## config.mk

```make
export PLATFORM = sky130hd
export DESIGN_NAME = pad_attr_ctrl
export DESIGN_NICKNAME = d
export VERILOG_FILES = /design/src/rtl/pad_attr_ctrl.sv
export SDC_FILE = /design/constraint.sdc
export NUM_CORES = 1
export LEC_CHECK = 0
export ABC_CLOCK_PERIOD_IN_PS = 4500
export BUFFER_PORTS_ARGS = -buffer_cell sky130_fd_sc_hd__buf_2
export CORE_MARGIN = 4
export CORE_UTILIZATION = 56
export DETAILED_ROUTE_END_ITERATION = 10
export GPL_TIMING_DRIVEN = 0
export MAX_ROUTING_LAYER = met4
export PLACE_DENSITY = 0.9
export SYNTH_ARGS = -nofsm -noshare
export SYNTH_HDL_FRONTEND = slang
export SYNTH_SLANG_ARGS = --single-unit
export TNS_END_PERCENT = 30
```

## constraint.sdc

```tcl
create_clock -name clk_i -period 4.5 [get_ports clk_i]
set_input_delay 0.675 -clock clk_i [delete_from_list [all_inputs] [get_ports clk_i]]
set_output_delay 0.675 -clock clk_i [all_outputs]
set_load 0.005 [all_outputs]
```

## src/rtl/pad_attr_ctrl.sv

```systemverilog
`default_nettype none
// ----------------------------------------------------------------------------
// pad_attr_ctrl: round-robin arbiter that legalizes and commits pad attributes.
// Revision: 1.0
// ----------------------------------------------------------------------------
module pad_attr_ctrl #(
  parameter int                NumPads      = 8,
  parameter int                NumReq       = 2,
  parameter int                AttrDw       = 13,
  parameter logic [AttrDw-1:0] AttrMask     = {AttrDw{1'b1}},
  parameter int                SettleCycles = 4
) (
  input  logic                               clk_i,
  input  logic                               rst_ni,
  input  logic [NumReq-1:0]                  req_i,
  input  logic [NumReq*$clog2(NumPads)-1:0]  pad_idx_i,
  input  logic [NumReq*AttrDw-1:0]           attr_i,
  output logic [NumReq-1:0]                  gnt_o,
  output logic [NumReq-1:0]                  err_o,
  output logic [NumPads*AttrDw-1:0]          attr_o,
  output logic [NumPads-1:0]                 attr_we_o,
  output logic                               busy_o
);

  localparam int IdxW = $clog2(NumPads);
  localparam int PtrW = (NumReq > 1) ? $clog2(NumReq) : 1;
  localparam int CntW = (SettleCycles > 1) ? $clog2(SettleCycles) : 1;

  localparam logic [IdxW:0]     c_NumPads    = (IdxW+1)'(NumPads);
  localparam logic [PtrW-1:0]   c_LastReq    = PtrW'(NumReq - 1);
  localparam logic [CntW-1:0]   c_SettleLoad = CntW'(SettleCycles - 1);

  typedef enum logic [1:0] {
    StIdle   = 2'd0,
    StCommit = 2'd1,
    StSettle = 2'd2
  } state_e;

  state_e                     state_q;
  logic [PtrW-1:0]            ptr_q;
  logic [CntW-1:0]            cnt_q;
  logic [AttrDw-1:0]          hold_attr_q;
  logic [NumPads-1:0]         we_q;
  logic [NumPads*AttrDw-1:0]  attr_q;

  logic                       win_valid;
  logic [PtrW-1:0]            win_idx;
  logic [PtrW-1:0]            cand;
  logic [IdxW-1:0]            win_pad;
  logic [AttrDw-1:0]          win_attr;
  logic                       win_in_range;
  logic                       grant;
  logic [PtrW-1:0]            ptr_d;
  logic [NumPads-1:0]         we_d;

  // Round-robin search starting at the pointer; first active request wins.
  always_comb begin
    win_valid = 1'b0;
    win_idx   = '0;
    cand      = '0;
    for (int k = 0; k < NumReq; k++) begin
      cand = PtrW'((int'(ptr_q) + k) % NumReq);
      if (!win_valid && req_i[cand]) begin
        win_valid = 1'b1;
        win_idx   = cand;
      end
    end
  end

  always_comb begin
    win_pad      = pad_idx_i[int'(win_idx)*IdxW +: IdxW];
    win_attr     = attr_i[int'(win_idx)*AttrDw +: AttrDw];
    win_in_range = ({1'b0, win_pad} < c_NumPads);
    grant        = (state_q == StIdle) && win_valid;
    ptr_d        = (win_idx == c_LastReq) ? '0 : win_idx + PtrW'(1);
    gnt_o        = '0;
    err_o        = '0;
    if (grant) begin
      gnt_o[win_idx] = 1'b1;
      err_o[win_idx] = !win_in_range;
    end
    for (int p = 0; p < NumPads; p++) begin
      we_d[p] = grant && win_in_range && (win_pad == IdxW'(p));
    end
  end

  // The strobe is decoded during the grant so it is a clean register in COMMIT.
  always_ff @(posedge clk_i or negedge rst_ni) begin
    if (!rst_ni) begin
      state_q     <= StIdle;
      ptr_q       <= '0;
      cnt_q       <= '0;
      hold_attr_q <= '0;
      we_q        <= '0;
      attr_q      <= '0;
    end else begin
      we_q <= we_d;
      case (state_q)
        StIdle: begin
          if (grant) begin
            hold_attr_q <= win_attr;
            ptr_q       <= ptr_d;
            state_q     <= StCommit;
          end
        end
        StCommit: begin
          for (int p = 0; p < NumPads; p++) begin
            if (we_q[p]) begin
              attr_q[p*AttrDw +: AttrDw] <= hold_attr_q & AttrMask;
            end
          end
          cnt_q   <= c_SettleLoad;
          state_q <= StSettle;
        end
        StSettle: begin
          if (cnt_q == '0) begin
            state_q <= StIdle;
          end else begin
            cnt_q <= cnt_q - CntW'(1);
          end
        end
        default: state_q <= StIdle;
      endcase
    end
  end

  assign attr_o    = attr_q;
  assign attr_we_o = we_q;
  assign busy_o    = (state_q != StIdle);

endmodule
`default_nettype wire

```

==> impl_results.md <==
- Leakage: 4.07 nW
- IO buf count: 150
- Setup ws final: 1.74 ns
- Diode count: 0
- Warnings, synthesis: 0
- Final Hold Fails: 0
- Max VDD drop: about 0.00033 V
- Vias in the first global route: around 3,700
- Dpl hpwl: 8.99 mm
- Post-cts resize count: 0
- Hold Path Class: primary input to async pin
- Number of H-tree levels: 4
- Worst-skew pair later-pin latency: 0.51 ns
- Antenna Nets Post-Route: 0
- Row cnt: 35
- Hold buffers post-CTS: 0
- Critical path class: flop to output port
- Global route overflow: 0
- Drt total wl: 13.3 mm
- Die area: around 0.011 mm²
- Sequential element share of the synthesized area: 60.0%
- Post-Synth XOR/XNOR Area: 0%
- Slowest CP cell: dfrtp_1
- Core Box Area: 0.00933 mm²
- FF-to-FF Start: state_q[1]$_DFFE_PN0P_
- Multiplexer share of the synthesized area: 27.7%
- Largest family of logic cells by synthesized area: multiplexers
- Seq cells post-synth: 130
- Starting utilization of the core area: 58.1%
- Setup crit start kind: flop
- WL/cell: 21.1 µm
- CP endpoint kind: output port
- Adder-Cell Fraction of Synth Area: 0.231%
- Stages on worst setup path: 5
- Die Y: 106 µm
- Final min period: 2.76 ns
- CP startpoint: state_q[1]$_DFFE_PN0P_
- Initial antenna violation count: 0
- DP Worst Slack: between 2 and 2.5 ns
- Crit-path max cell delay: ~0.47 ns
- Critical R2R Capture: hold_attr_q[11]$_DFFE_PN0P_
- Peak Freq: 362 MHz
- Synth-to-Final Area Change: 27.8%
- Simple-Gate Fraction of Synth Area: 5.47%
- WP data arrival: 2.09 ns
- Drt initial violations: roughly 140
- GRT Total Usage: 25.8%
- Worst-Margin Slew: 0.600 ns
- First-pass GRT wire length: 21.3 mm
- CP Max Fanout: 10
- Cells along the critical path: nor2_1, inv_1, nor2_1, buf_4, buf_2
- Via count: 3,371
- Slew Limit Fails: 0
- RSZ-0062 raised after global routing: no
- Router iterations before antenna repair: 7
- Reg2Reg Setup Slack: 2.75 ns
- CP Buf/Inv Count: 3
- Yosys cell types: 30
- Final setup fails: 0
- Most frequent cells in the layout: 150 x buf_2, 130 x dfrtp_1, 80 x mux2_4
- CTS clock-pin slew for the worst setup and hold paths: 0.06 ns
- IO Pins: 153
- Fin Setup TNS: 0 ns
- Cells after Synth: ~320
- Status: completed
- Via density: 5.35
- CTS sink cnt: 130
- CTS max path bufs: 2
- Most used cell, CP: nor2_1
- Post-route DRC: 0
- Synth Area in Compound Gates: 3.76%
- Most common cell after layout, fill and taps aside: buf_2
- CTS tree: yes
- GP Congestion: 0.783
- Share of cells above drive strength 1: ~62%
- R2r worst-path depth: 5
- # Post-CTS Setup Buffers: 0
- Post-Syn Area: between 0.005 and 0.006 mm²
- Worst setup path end: gnt_o[1]
- Total CTS buffers: 17
- Fillcell total: about 610
- Chip width: roughly 110 µm
- CP required: 3.83 ns
- Slew HR: 58.9%
- Tcrit/Tclk final: around three fifths
- Pwr/cell area: 661 mW/mm²
- Crit path max-delay family: buffers and inverters
- Layout Nets: 525
- Clock Tree Root: clkbuf_8
- Pin count of the biggest net entering global routing: 77
- Clock Skew: 0.0111 ns
- Max-cap violation count: 0
- Hold_ws: 0.118 ns
- Syn_area_per_cell: roughly 17 µm²
[cell usage after synthesis]
cell      instances  share of area (%)
and4_1            1               0.16
mux2_4           80                 22
nand2_1           1              0.069
ha_1              1               0.23
buf_4             3               0.42
nor4_1            1               0.12
nor3_1            2               0.18
nor4b_1           3               0.48
and4b_1           3               0.55
a211oi_4          1               0.37
and2_1           13                1.5
mux2_2           24                5.0
buf_6             9                1.9
conb_1            1              0.069
a221o_1          13                2.4
a21oi_1           2               0.18
mux2i_1           3               0.55
buf_2             1              0.092
nand2_4           8                1.7
nor2b_1           1               0.12
o22ai_1           1               0.12
inv_1             5               0.35
nor2_1            2               0.14
dfrtp_1         130                 60
or3_1             1               0.12
nor2_8            1               0.37
o21ai_2           2               0.32
a21o_1            2               0.28
o21ai_0           1              0.092
inv_2             1              0.069
[logic make-up (layout without fill, tap and decap cells)]
group,count (synthesis),in the layout
AOI/OAI and AO/OA,22,22
adders and majority gates,1,1
buffers and inverters,19,202
DFF,130,130
muxes,107,107
other,1,2
and+or+nand+nor,37,37
[sequential cells by signal, indices dropped and copies added, names as in the netlist]
signal and flops:
cnt_q 2, attr_o 104, attr_we_o 8, hold_attr_q 13
ptr_q 1, state_q 2
[routing by layer]
metal / vias to the layer above / track usage (%) / share of wire, %
met5: - / - / 0
met4: 0 / 7.49 / 1.2
met3: 15 / 6.25 / 6.3
met2: 138 / 42.5 / 50
met1: 1731 / 32.0 / 42
li1: 1487 / - / -
[layout make-up]
cell class                 instances  area, µm²  area share [%]
buffer                            13        129            1.86
clock buffer                      19        432            6.23
clock inverter                    13        126            1.82
inverter                           6       22.5           0.325
multi-input combinational        169       2020            29.2
sequential                       130       3250            46.9
tap                              129        161            2.33
timing repair buffer             151        785            11.3
[power by group]
part           leakage (nW)  switching [mW]  internal [mW]
Sequential             1.73           0.392           1.58
Clock                 0.273           0.530          0.755
Combinational          2.06           0.536          0.791
Total                  4.07            1.46           3.12
[worst min-delay path by stage]
stage | startpoint | end | slack [ns] | cells after the start
finish | rst_ni | attr_o[44]$_DFFE_PN0P_ | 0.12 | 1
global route | rst_ni | attr_o[44]$_DFFE_PN0P_ | 0.13 | 1
CTS | rst_ni | attr_o[44]$_DFFE_PN0P_ | 0.12 | 1
detailed placement | attr_o[0]$_DFFE_PN0P_ | attr_o[0]$_DFFE_PN0P_ | 0.49 | 1
global placement | attr_o[25]$_DFFE_PN0P_ | attr_o[25]$_DFFE_PN0P_ | 0.48 | 1
floorplan | rst_ni | attr_o[0]$_DFFE_PN0P_ | 0.38 | 0
[metrics by stage]
stage          util, %  total power [mW]  instances  instance area [µm²]
3_3_place_gp      68.0              3.21        597                 6340
3_5_place_dp      68.3              3.29        598                 6370
5_1_grt           74.3              4.83        630                 6930
2_1_floorplan        -              2.65        318                 5430
4_1_cts           74.3              4.62        630                 6930
6_report          74.3              4.58        630                 6930
Note: power is estimated with default switching activity, not from simulation.
